<file path="src/rtl/alu_mdu.sv">
// rtl/alu_mdu.sv - handshaked MIPS ALU with iterative unsigned multiply and divide
// Single-cycle ops register their result on acceptance; MUL/DIVU share one shift/add datapath.
module alu_mdu #(
    parameter int WIDTH = 32,
    parameter int CNT_W = $clog2(WIDTH + 1)
) (
    input  logic             clk,
    input  logic             reset,
    input  logic             in_valid,
    output logic             in_ready,
    input  logic [WIDTH-1:0] SrcA,
    input  logic [WIDTH-1:0] SrcB,
    input  logic [2:0]       ALUControl,
    output logic             out_valid,
    input  logic             out_ready,
    output logic [WIDTH-1:0] ALUResult,
    output logic [WIDTH-1:0] ResultHi,
    output logic             Zero,
    output logic             Overflow,
    output logic             DivByZero
);

    localparam logic [2:0] OP_AND  = 3'b000;
    localparam logic [2:0] OP_OR   = 3'b001;
    localparam logic [2:0] OP_ADD  = 3'b010;
    localparam logic [2:0] OP_MUL  = 3'b011;
    localparam logic [2:0] OP_NOR  = 3'b100;
    localparam logic [2:0] OP_DIVU = 3'b101;
    localparam logic [2:0] OP_SUB  = 3'b110;
    localparam logic [2:0] OP_SLT  = 3'b111;

    typedef enum logic [1:0] {S_IDLE, S_BUSY, S_DONE} state_t;

    state_t             state_q, state_d;
    logic [CNT_W-1:0]   cnt_q, cnt_d;
    logic               is_div_q, is_div_d;
    logic [WIDTH-1:0]   opb_q, opb_d;
    logic [WIDTH-1:0]   hi_q, hi_d;
    logic [WIDTH-1:0]   lo_q, lo_d;
    logic [WIDTH-1:0]   res_q, res_d;
    logic [WIDTH-1:0]   reshi_q, reshi_d;
    logic               zero_q, zero_d;
    logic               ovf_q, ovf_d;
    logic               dbz_q, dbz_d;

    logic [WIDTH-1:0]   add_res, sub_res, single_res;
    logic               single_ovf;
    logic [WIDTH:0]     add_a;
    logic [WIDTH+1:0]   add_b, sum;
    logic [WIDTH-1:0]   iter_hi, iter_lo;

    always_comb begin
        add_res    = SrcA + SrcB;
        sub_res    = SrcA - SrcB;
        single_res = '0;
        single_ovf = 1'b0;
        case (ALUControl)
            OP_ADD: begin
                single_res = add_res;
                single_ovf = (SrcA[WIDTH-1] == SrcB[WIDTH-1]) && (add_res[WIDTH-1] != SrcA[WIDTH-1]);
            end
            OP_SUB: begin
                single_res = sub_res;
                single_ovf = (SrcA[WIDTH-1] != SrcB[WIDTH-1]) && (sub_res[WIDTH-1] != SrcA[WIDTH-1]);
            end
            OP_AND:  single_res = SrcA & SrcB;
            OP_OR:   single_res = SrcA | SrcB;
            OP_NOR:  single_res = ~(SrcA | SrcB);
            OP_SLT:  single_res = {{(WIDTH-1){1'b0}}, $signed(SrcA) < $signed(SrcB)};
            default: single_res = '0;
        endcase
    end

    // MUL: {hi,lo} shifts right, adding the multiplicand into hi when lo[0] is set.
    // DIVU: {hi,lo} shifts left, trial-subtracting the divisor; sum[WIDTH+1] is the borrow.
    always_comb begin
        if (is_div_q) begin
            add_a = {hi_q, lo_q[WIDTH-1]};
            add_b = ~{2'b00, opb_q};
        end else begin
            add_a = {1'b0, hi_q};
            add_b = lo_q[0] ? {2'b00, opb_q} : '0;
        end
        sum = {1'b0, add_a} + add_b + {{(WIDTH+1){1'b0}}, is_div_q};
        if (is_div_q) begin
            iter_hi = sum[WIDTH+1] ? add_a[WIDTH-1:0] : sum[WIDTH-1:0];
            iter_lo = {lo_q[WIDTH-2:0], ~sum[WIDTH+1]};
        end else begin
            iter_hi = sum[WIDTH:1];
            iter_lo = {sum[0], lo_q[WIDTH-1:1]};
        end
    end

    always_comb begin
        state_d  = state_q;
        cnt_d    = cnt_q;
        is_div_d = is_div_q;
        opb_d    = opb_q;
        hi_d     = hi_q;
        lo_d     = lo_q;
        res_d    = res_q;
        reshi_d  = reshi_q;
        zero_d   = zero_q;
        ovf_d    = ovf_q;
        dbz_d    = dbz_q;
        case (state_q)
            S_IDLE: begin
                if (in_valid) begin
                    if (ALUControl == OP_MUL || ALUControl == OP_DIVU) begin
                        state_d  = S_BUSY;
                        cnt_d    = CNT_W'(WIDTH);
                        is_div_d = (ALUControl == OP_DIVU);
                        opb_d    = SrcB;
                        hi_d     = '0;
                        lo_d     = SrcA;
                    end else begin
                        state_d = S_DONE;
                        res_d   = single_res;
                        reshi_d = '0;
                        zero_d  = (single_res == '0);
                        ovf_d   = single_ovf;
                        dbz_d   = 1'b0;
                    end
                end
            end
            S_BUSY: begin
                cnt_d = cnt_q - 1'b1;
                hi_d  = iter_hi;
                lo_d  = iter_lo;
                if (cnt_q == CNT_W'(1)) begin
                    state_d = S_DONE;
                    res_d   = iter_lo;
                    reshi_d = iter_hi;
                    zero_d  = (iter_lo == '0);
                    ovf_d   = 1'b0;
                    dbz_d   = is_div_q && (opb_q == '0);
                end
            end
            S_DONE: begin
                if (out_ready) begin
                    state_d = S_IDLE;
                end
            end
            default: state_d = S_IDLE;
        endcase
    end

    always_ff @(posedge clk or posedge reset) begin
        if (reset) begin
            state_q  <= S_IDLE;
            cnt_q    <= '0;
            is_div_q <= 1'b0;
            opb_q    <= '0;
            hi_q     <= '0;
            lo_q     <= '0;
            res_q    <= '0;
            reshi_q  <= '0;
            zero_q   <= 1'b0;
            ovf_q    <= 1'b0;
            dbz_q    <= 1'b0;
        end else begin
            state_q  <= state_d;
            cnt_q    <= cnt_d;
            is_div_q <= is_div_d;
            opb_q    <= opb_d;
            hi_q     <= hi_d;
            lo_q     <= lo_d;
            res_q    <= res_d;
            reshi_q  <= reshi_d;
            zero_q   <= zero_d;
            ovf_q    <= ovf_d;
            dbz_q    <= dbz_d;
        end
    end

    assign in_ready  = (state_q == S_IDLE);
    assign out_valid = (state_q == S_DONE);
    assign ALUResult = res_q;
    assign ResultHi  = reshi_q;
    assign Zero      = zero_q;
    assign Overflow  = ovf_q;
    assign DivByZero = dbz_q;

endmodule

</file>
<file path="config.mk">
export PLATFORM = sky130hd
export DESIGN_NAME = alu_mdu
export DESIGN_NICKNAME = d
export VERILOG_FILES = /design/src/rtl/alu_mdu.sv
export SDC_FILE = /design/constraint.sdc
export NUM_CORES = 1
export LEC_CHECK = 0
export CORE_ASPECT_RATIO = 1.5
export CORE_MARGIN = 5
export CORE_UTILIZATION = 62
export CTS_CLUSTER_SIZE = 28
export DETAILED_ROUTE_END_ITERATION = 7
export PLACE_DENSITY_LB_ADDON = 0.2
export SLEW_MARGIN = 20
export SYNTH_ARGS = -nofsm -noshare
export SYNTH_HDL_FRONTEND = slang
export SYNTH_SLANG_ARGS = --single-unit
</file>
<file path="constraint.sdc">
create_clock -name clk -period 14.3 [get_ports clk]
set_input_delay 2.86 -clock clk [delete_from_list [all_inputs] [get_ports clk]]
set_output_delay 2.86 -clock clk [all_outputs]
set_load 0.05 [all_outputs]
</file>
# Word-level counts from Yosys, hierarchy flattened
# Index checks and enable logic that the tools add are counted.
[op_classes]
n_reduce_logical = 14
eq_ne = 19
order_cmp = 1
multipliers = 0
bitwise_logic = 5
muxes = 42
shift = 0
div_mod_pow = 0
add_sub_neg = 5
[op_table]
columns = ["cell", "count"]
rows = [
  ["32-bit 2-to-1 mux", 14],
  ["32-bit case mux with 2 select lines", 4],
  ["32-bit case mux with 6 select lines", 1],
  ["32-bit zero test", 3],
  ["33-bit by 34-bit adder with 34-bit output", 1],
  ["34-bit by 1-bit adder with 34-bit output", 1],
  ["34-bit 2-to-1 mux", 1],
  ["32-bit inverter with 34-bit output", 1],
  ["33-bit 2-to-1 mux", 1],
  ["32-bit adder", 1],
  ["32-bit bitwise AND", 1],
  ["32-bit less-than comparator", 1],
  ["32-bit inverter", 1],
  ["32-bit bitwise OR", 1],
  ["32-bit subtractor", 1],
  ["3-bit equality test, second input constant", 4],
  ["6-bit 2-to-1 mux", 2],
  ["6-bit case mux with 2 select lines", 1],
  ["1-bit 2-to-1 mux", 9],
  ["3-bit AND reduction", 3],
  ["2-bit 2-to-1 mux", 4],
  ["1-bit case mux with 2 select lines", 4],
  ["3-bit by 2-bit equality test with 1-bit output, second input constant", 2],
  ["6-bit by 1-bit equality test with 1-bit output, second input constant", 1],
  ["16 further kinds", 23],
]
[word_totals]
mem_bits_rw = 0
rom_bits = 0
latchBits = 0
output_inout_bits = 69
regBits = 172
wordCells = 97
n_memories = 0

# Logic depth before layout (Yosys ltp)
[depth]
depth_word = 9
ltp_mapped = 21
mapped_depth_nobuf = 18

# Least setup slack after synthesis
# No wires, ideal clock.
[synth_timing]
kind = "input to register"
start = "input port SrcB[5]"
end = "register zero_q (netlist: Zero)"
path_slack_ns = 8.427
n_path_buf = 1
required_time_ns = 14.224
stages = 15
arrival_ns = 5.796
setup_ns = 0.076
path_cell_list = "inv_1 > ha_1 > buf_2 > nand2b_1 > or4b_2 > o22ai_1 > o21ai_1 > xnor2_1 > a21oi_1 > nand2_1 > a2111oi_0 > and4_1 > nand4_1 > or4_1 > o21ai_1"
[synth_via]
elab_chain_cells = 7
[synth_lines]
columns = ["item", "line", "text"]
rows = [
  ["from (decl)", "12", "input logic [WIDTH-1:0] SrcB,"],
  ["branches (longest 2 deep; another with 32-bit subtractor)", "n/a", ""],
  ["32-bit case mux with 6 select lines *", "57", "case (ALUControl)"],
  ["32-bit zero test *", "120", "zero_d = (single_res == '0);"],
  ["1-bit 2-to-1 mux *", "109", "if (ALUControl == OP_MUL || ALUControl == OP_DIVU) begin"],
  ["1-bit 2-to-1 mux *", "108", "if (in_valid) begin"],
  ["1-bit case mux with 2 select lines *", "106", "case (state_q)"],
  ["to (signal assigned)", "170", "zero_q <= zero_d;"],
  ["to (decl)", "42", "logic zero_q, zero_d;"],
]
# Mark *: on every way between the ends. The select of a mux whose other input is x is not followed.
# A chain may end at the register's enable or synchronous reset.

# Final worst setup path
# Same ends and word-level chain as after synthesis.

==> impl_metrics.csv <==
group,metric,value,unit
logic_synthesis,synth_common_cells,"221 x nand2_1, 172 x dfrtp_1, 137 x ha_1",
grt,grtUsageTotal,0.3744,
sta,final_max_slew_viol_count,0,
sta,skew,0.01689,ns
setup_path,endpoint_kind,"register",
routing,ant_nets,0,
status,status,"complete, but fails checks",
logic_synthesis,synth_most_common_cell,"nand2_1",
grt,antenna_found_initial,0,
sta,hold_viol_final,0,
cts,cts_setup_buffers,0,
power_and_ir_drop,power_density,193.0,nW/µm²
status,violations,"design-rule violations",
sta,finalSetupViolCount,0,
final_layout,nFillCells,2014,
sta,fmax,140.3,MHz
cts,htree_levels,4,
setup_path,critPathRequiredTime,14.68,ns
hold_path,min_path_type,"register to register",
final_layout,area_delta_synth_final,13.59,%
routing,via_count,15630,
logic_synthesis,async_flop_share,1.000,
floorplan,die_area,28560,µm²
floorplan,start_util,0.6264,
routing,drtIter0Drc,1412,
power_and_ir_drop,vdd_ir_drop_max,0.1298,mV
grt,grt_pass1_vias,15250,
setup_path,crit_arrival,7.50,ns
cts,insertion_delay,0.46,ns
logic_synthesis,ys_top_cells_by_area,"dfrtp_1 28%, ha_1 11%, mux2_2 6.7%",
sta,worstMarginPinSlew,1.113,ns
routing,wl_per_cell,23.92,µm
logic_synthesis,yosys_warnings,0,
floorplan,num_rows,71,
floorplan,die_h,204.5,µm
cts,cts_tree,"done",
placement,dp_hpwl,40930,µm
logic_synthesis,syn_area_per_cell,8.230,µm²
sta,layout_worst_path_cycle_share,0.4983,
cts,cts_root_buf,"clkbuf_16",
sta,rsz0062_at_grt,"false",
floorplan,core_area,24960,µm²
logic_synthesis,synthFlopType,"dfrtp_1",
setup_path,path_class,"input pin to register",
run,drv_cap,0,
logic_synthesis,ys_seq_area_frac,0.2753,
floorplan,top_level_ports,140,
logic_synthesis,synth_edf_count,0,
routing,drt-pass1-iter-count,8,
placement,portBuffers,139,
sta,layout_setup_ws,7.174,ns
logic_synthesis,syn_inst,1900,
logic_synthesis,synth.distinct_cells,79,
routing,drc_errors,1,
logic_synthesis,synth_area,15640,µm²
logic_synthesis,ys_ff_latch,172,
sta,max_slew_margin,0.2582,
placement,placed_cell_area,17150,µm²
logic_synthesis,yosysTopAreaCell,"dfrtp_1",
setup_path,crit_fanout,9,
final_layout,layout.nets,2168,
power_and_ir_drop,power.leakage,8.003,nW
logic_synthesis,syn_nets,2112,
cts,holdBufCountCts,0,
final_layout,num_antenna_cells,0,
placement,pre_cts_ws,6.829,ns
placement,gp_congestion,1.065,
grt,grt_first_pass_wirelength,84660,µm
cts,clock_path_buffers,2,
setup_path,start_kind,"input pin",
sta,period_needed,7.126,ns
cts,cts_buffers,17,
grt,grt.overflow.total,0,
cts,cts-resized-gates,0,
final_layout,stdcell_area,17760,µm²
cts,cts.clk_slew.worst_paths,0.07,ns
floorplan,dieWidth,139.7,µm
final_layout,drive_gt1_frac,0.08837,
routing,wirelength,54940,µm
cts,clkSinkCount,172,
routing,vias_per_cell,6.804,
grt,grt_start_max_net_pins,101,
sta,setup_tns,0,ns
logic_synthesis,synth_top_cell_area_share,0.2753,
state kept, by name (all words and copies together) (netlist names), 2 cells and up:
| signal | flops |
|---|---|
| state_q | 2 |
| hi_q | 32 |
| ALUResult | 32 |
| cnt_q | 6 |
| ResultHi | 32 |
| opb_q | 32 |
| lo_q | 32 |
where the power goes:
group | internal (mW) | total (mW) | switching, mW | leakage, nW
clock network | 0.262 | 0.479 | 0.217 | 0.285
registers | 0.684 | 0.933 | 0.249 | 2.18
logic | 0.793 | 2.02 | 1.22 | 5.54
layout by cell type, fill, tap and decap left out, types with 32 or more instances in the layout:
cell type	instances
o21ai_0	129
mux2i_1	32
inv_1	108
nor2_1	116
nand2_1	221
mux2_2	93
a21oi_1	119
ha_1	137
xnor2_1	48
dfrtp_1	171
a211oi_1	59
clkdlybuf4s50_1	139
a21o_1	65
a31oi_1	44
metal layers:
layer / vias up / part of all wire / track usage
met5: - / 0 / 0
met4: 0 / 0.072 / 0.2344
met2: 834 / 0.49 / 0.6445
met3: 243 / 0.074 / 0.04577
li1: 7028 / - / -
met1: 7523 / 0.37 / 0.4433
cell families (layout without fill, tap and decap cells):
group                      Yosys count  count (layout)  synth area share
buffers and inverters              231             300           0.05721
xor gates and xnor gates            65              65           0.03641
adders and majority gates          141             141            0.1147
DFF                                172             172            0.2753
AOI/OAI and AO/OA                  617             617            0.2641
and+or+nand+nor                    548             548            0.1641
muxes                              126             126           0.08818
critical path, cell delays in order:
cell,delay [ns]
clkdlybuf4s50_1,0.58
inv_1,0.09
ha_1,0.51
nand2b_1,0.19
or4b_2,0.59
o22ai_1,0.45
o21ai_1,0.14
xnor2_1,0.16
a21oi_1,0.24
nand2_1,0.13
a2111oi_0,0.55
and4_1,0.30
nand4_1,0.10
or4_1,0.48
o21ai_1,0.14
final cells by class:
class	instances	area, µm²	share of cell area
clock buffers	19	432.9	0.02437
repair buffers	158	1554	0.08750
clock inverters	13	153.9	0.008665
multi-input cells	1497	10480	0.5903
flip-flops and latches	172	4308	0.2425
inverters	110	417.9	0.02353
well taps	328	410.4	0.02311
path summary, 6_finish.rpt:
kind / start / to / slack [ns] / cells past startpoint
min in group asynchronous: reset / opb_q[7]$_DFFE_PP0P_ / 2.97 / 2
max in group asynchronous: reset / lo_q[27]$_DFFE_PP0P_ / 9.82 / 3
worst min-delay path: ResultHi[14]$_DFFE_PP0P_ / ResultHi[14]$_DFFE_PP0P_ / 0.48 / 1
worst max register to register: is_div_q$_DFFE_PP0P_ / Zero$_DFFE_PP0P_ / 7.68 / 15
worst max-delay path: SrcB[5] / Zero$_DFFE_PP0P_ / 7.17 / 15
worst min register to register: ResultHi[14]$_DFFE_PP0P_ / ResultHi[14]$_DFFE_PP0P_ / 0.48 / 1
through the flow:
step                      utilization  hold WS (ns)  std cells  total power [mW]
final                          0.7115        0.4784       2297             3.428
after floorplan                     -        0.4690       1900             2.323
after global routing           0.7115        0.5008       2297             3.622
after CTS                      0.7104        0.4813       2296             3.388
after detailed placement       0.6869        0.4666       2264             2.894
after global placement         0.6869        0.4597       2264             2.841
Note: power is estimated with default switching activity, not from simulation.
